### src/rtl/nexys4_io_pkg.sv
// Board-level constants shared by the Nexys4 I/O front-end blocks.
// Debounce timing is derived from the board oscillator so both stay in step.
package nexys4_io_pkg;

    localparam int CLK_FREQ_HZ = 100_000_000;
    localparam int SW_WIDTH    = 16;

    // Cycle count for a given number of milliseconds at the board clock.
    function automatic int cycles_for_ms(input int ms);
        return (CLK_FREQ_HZ / 1000) * ms;
    endfunction

    localparam int DEBOUNCE_10MS_CYCLES = cycles_for_ms(10);

endpackage

### src/rtl/sync_ff_vec.sv
// Multi-bit flop-chain synchroniser for slow, independently toggling inputs.
// Bits may resolve on different cycles; downstream filtering absorbs the skew.
module sync_ff_vec #(
    parameter int WIDTH       = 16,
    parameter int SYNC_STAGES = 2
) (
    input  logic             clock,
    input  logic             reset,
    input  logic [WIDTH-1:0] async_val,
    output logic [WIDTH-1:0] sync_val
);

    logic [WIDTH-1:0] stage [SYNC_STAGES];

    always_ff @(posedge clock) begin
        if (reset) begin
            for (int i = 0; i < SYNC_STAGES; i++) begin
                stage[i] <= '0;
            end
        end else begin
            stage[0] <= async_val;
            for (int i = 1; i < SYNC_STAGES; i++) begin
                stage[i] <= stage[i-1];
            end
        end
    end

    assign sync_val = stage[SYNC_STAGES-1];

endmodule

### src/rtl/switches_debounce_ctrl.sv
// Slide-switch front end: synchronise, debounce, publish each newly stable value
// as a one-cycle start pulse plus data word, and keep a sticky change flag.
module switches_debounce_ctrl
    import nexys4_io_pkg::*;
#(
    parameter int WIDTH         = SW_WIDTH,
    parameter int SYNC_STAGES   = 2,
    parameter int STABLE_CYCLES = DEBOUNCE_10MS_CYCLES,
    parameter int CNT_W         = 20
) (
    input  logic             clock,
    input  logic             reset,
    input  logic [WIDTH-1:0] sw_raw,
    input  logic             ack_port,
    output logic [WIDTH-1:0] sw_val,
    output logic             sw_valid,
    output logic             sw_changed
);

    localparam logic [CNT_W-1:0] CNT_MAX = CNT_W'(STABLE_CYCLES - 1);

    logic [WIDTH-1:0] sw_sync;
    logic [WIDTH-1:0] cand;
    logic [CNT_W-1:0] cnt;
    logic             saturated;
    logic             commit;

    sync_ff_vec #(
        .WIDTH       (WIDTH),
        .SYNC_STAGES (SYNC_STAGES)
    ) u_sync (
        .clock     (clock),
        .reset     (reset),
        .async_val (sw_raw),
        .sync_val  (sw_sync)
    );

    // Commit only once the candidate has survived the full window and differs
    // from what is already published, so a returning glitch never pulses.
    assign saturated = (sw_sync == cand) && (cnt == CNT_MAX);
    assign commit    = saturated && (cand != sw_val);

    always_ff @(posedge clock) begin
        if (reset) begin
            cand <= '0;
            cnt  <= '0;
        end else if (sw_sync != cand) begin
            cand <= sw_sync;
            cnt  <= '0;
        end else if (cnt != CNT_MAX) begin
            cnt <= cnt + CNT_W'(1);
        end
    end

    // A commit on the same edge as an acknowledge keeps the flag set.
    always_ff @(posedge clock) begin
        if (reset) begin
            sw_val     <= '0;
            sw_valid   <= 1'b0;
            sw_changed <= 1'b0;
        end else begin
            sw_valid <= commit;
            if (commit) begin
                sw_val     <= cand;
                sw_changed <= 1'b1;
            end else if (ack_port) begin
                sw_changed <= 1'b0;
            end
        end
    end

endmodule

### config.mk
export PLATFORM = sky130hd
export DESIGN_NAME = switches_debounce_ctrl
export DESIGN_NICKNAME = d
export VERILOG_FILES = /design/src/rtl/nexys4_io_pkg.sv /design/src/rtl/sync_ff_vec.sv /design/src/rtl/switches_debounce_ctrl.sv
export SDC_FILE = /design/constraint.sdc
export NUM_CORES = 1
export LEC_CHECK = 0
export BUFFER_PORTS_ARGS = -buffer_cell sky130_fd_sc_hd__buf_2
export CAP_MARGIN = 15
export CORE_ASPECT_RATIO = 0.9
export CORE_UTILIZATION = 45
export DETAILED_ROUTE_END_ITERATION = 12
export GPL_TIMING_DRIVEN = 1
export PLACE_DENSITY = 0.73
export REMOVE_ABC_BUFFERS = 1
export SYNTH_ARGS = -nofsm -noshare
export SYNTH_HDL_FRONTEND = slang
export SYNTH_SLANG_ARGS = --single-unit
### constraint.sdc
create_clock -name clock -period 2.5 [get_ports clock]
set_input_delay 0.625 -clock clock [delete_from_list [all_inputs] [get_ports clock]]
set_output_delay 0.625 -clock clock [all_outputs]
set_load 0.02 [all_outputs]
==> flow_summary_export.csv <==
group,metric,value,unit
outcome,status,"finished clean",
power_and_ir_drop,comb_power_share,0.043,
yosys,ys_seq_area_frac,0.537,
floorplanning,coreArea,6730,um2
yosys,avgSynthCellArea,11.0,um2
yosys,async_reset_ff_frac,0,
yosys,synth_top_cell_area_share,0.537,
global_route,grt_overflow,0,
yosys,yosys_most_used_dff,"dfxtp_1",
global_route,grt_use_total,0.149,
timing,finClkSkew,0.00972,ns
critical_path,critPathCaptureType,"flip-flop",
global_route,top_usage_layer,"met2",
power_and_ir_drop,p_switching,0.523,mW
floorplanning,rows,28,
finish,drive_gt1_frac,0.178,
cts,cts.sinks,86,
finish,layout.nets,349,
yosys,synth_edf_count,0,
yosys,yosys.area.top_type,"dfxtp_1",
yosys,synth.top_cells.by_area,"dfxtp_1 54%, nor2b_1 9.8%, xnor2_1 7.7%",
routing,drtAntennaViolNets,0,
yosys,ys_top_cells_by_count,"86 x dfxtp_1, 50 x nor2b_1, 28 x xnor2_1, 23 x nor2_1, 23 x xor2_1",
global_route,use_met1,0.162,
place,dp_hpwl,3530,um
critical_path,crit_path_cell_trace,"xnor2_1 -> nand4_1 -> nor4_4 -> nand2b_1 -> nor3_1",
yosys,synth.most_common_cell,"dfxtp_1",
place,place_area,3440,um2
yosys,syn_inst,291,
finish,synthToLayoutAreaGrowth,12.4,%
critical_path,cp_top_family,"simple AND/OR/NAND/NOR gates",
floorplanning,die_h,82.1,um
timing,final.period_utilization,0.792,
power_and_ir_drop,power.density,653,nW/um2
yosys,syn_area,3200,um2
power_and_ir_drop,leakagePower,1.46,nW
routing,drc,0,
critical_path,path_buf_inv,0,
cts,cts_resized,0,
timing,finalSetupViolations,0,
timing,slew_headroom,0.522,
timing,hold_viol,0,
cts,worstSkewPairLatency,0.35,ns
routing,wl,5110,um
yosys,synthDistinctLibCells,36,
global_route,grt_pass1_vias,1902,
floorplanning,top_level_ports,37,
power_and_ir_drop,seqPwrFrac,0.602,
critical_path,slowest_delay,0.46,ns
cts,clockBufferDepth,2,
cts,tritoncts,"yes",
cts,cts_inserted_buffers,9,
power_and_ir_drop,p_int,1.83,mW
place,place.gp.congestion,0.738,
yosys,ys_seq_elements,86,
finish,fin_cells,422,
floorplanning,dieArea,7460,um2
routing,post_drt_wl_per_cell,12.1,um
min_path,hp-class,"flip-flop to flip-flop",
global_route,use_met2,0.263,
global_route,grt_pass1_wl,8440,um
power_and_ir_drop,power_frac_clock,0.355,
floorplanning,chipWidth,91.0,um
finish,antenna_cells,0,
critical_path,critPathSlowestCell,"nand2b_1",
cts,post_cts_buffers,0,
place,io_buffers,36,
timing,timing.setup.tns,0,ns
global_route,grtUsageMet3,0.0602,
routing,drt_iter0_markers,70,
critical_path,worst_setup_path_start_kind,"flip-flop",
finish,final_area,3600,um2
critical_path,cp_data_arrival_time,2.24,ns
cts,ctsHoldBuffers,0,
finish,fin_util,0.535,
timing,worst_pin_slew,0.717,ns
flow_run,maxCapViolCount,0,
finish,fillers,613,
power_and_ir_drop,sw_frac_of_total,0.222,
routing,drtPass1Iterations,5,
place,dp_cells,408,
floorplanning,initial_core_util,0.476,
timing,fmax,505,MHz
routing,vias,1994,
global_route,grt_max_degree,50,
critical_path,cp.required,2.76,ns
timing,period_needed,1.98,ns
power_and_ir_drop,p_total,2.35,mW
routing,avgViaCountPerCell,4.73,
cts,h-tree-depth,3,
yosys,yosysWarnings,0,
timing,rsz0062_at_grt,"no",
critical_path,critical_path.max_fanout,20,
timing,report.final.slew_viol_count,0,
cts,root_buffer,"clkbuf_8",
global_route,grt_antenna_before_repair,0,
power_and_ir_drop,vdd_ir_drop_max,0.377,mV
critical_path,path_class,"flip-flop to flip-flop",
cts,clk_pin_slew,0.08,ns
[layer usage]
metal / vias up / part of all wire
li1: 1039 / -
met1: 920 / 0.47
met2: 29 / 0.49
met3: 6 / 0.030
met4: 0 / 0.016
met5: - / 0
[layout make-up]
cell class	instances	area, um2	share of cell area
sequential	86	1720	0.478
inverter	2	7.51	0.00208
tap	90	113	0.0313
multi-input combinational	192	1400	0.389
clock buffer	11	141	0.0393
clock inverter	3	21.3	0.00591
timing repair buffer	38	195	0.0542
[metrics by stage]
step	worst slack (ns)	hold slack, ns
2_1_floorplan	0.749	0.414
3_3_place_gp	0.600	0.417
3_5_place_dp	0.493	0.421
4_1_cts	0.481	0.440
5_1_grt	0.237	0.458
6_report	0.520	0.438
[placed cells by master (no fill, tap or decap), drive strengths merged, types with 6 or more instances in the layout]
cell type	Yosys	routed
nand4	7	7
buf	3	38
xnor2	28	28
nor2	24	24
clkbuf	8	11
dfxtp	86	86
nor2b	50	50
nand3	6	6
xor2	23	23
nor4	6	6
a22o	16	16
nand2	7	7
[cell families after synthesis]
family	share of synthesized area
xor+xnor	0.139
flops	0.537
fa+ha+maj	0.00390
simple gates	0.229
compound gates	0.0617
buf+inv	0.0254
mux	0.00312
[power groups by stage]
stage          Sequential, mW  Combinational, mW  Clock [mW]
2_1_floorplan            1.45             0.0651           0
3_3_place_gp             1.45              0.101           0
3_5_place_dp             1.45              0.102           0
4_1_cts                  1.42              0.103       0.867
5_1_grt                  1.42              0.112       0.916
6_report                 1.42              0.101       0.835
[sequential cells by signal, indices dropped and copies added (netlist names)]
signal and flops:
sw_valid 1, cnt 20, sw_val 16, u_sync.stage 32, cand 16, sw_changed 1
[final timing paths]
| path | start | end | cells past startpoint | slack [ns] |
|---|---|---|---|---|
| worst max-delay path | cand[5] | cnt[7] | 5 | 0.52 |
| worst min-delay path | u_sync.stage[0][3] | u_sync.stage[0][19] | 1 | 0.44 |
| worst max register to register | cand[5] | cnt[7] | 5 | 0.52 |
| worst min register to register | u_sync.stage[0][3] | u_sync.stage[0][19] | 1 | 0.44 |
No activity file was read; power rests on OpenSTA's default activity.
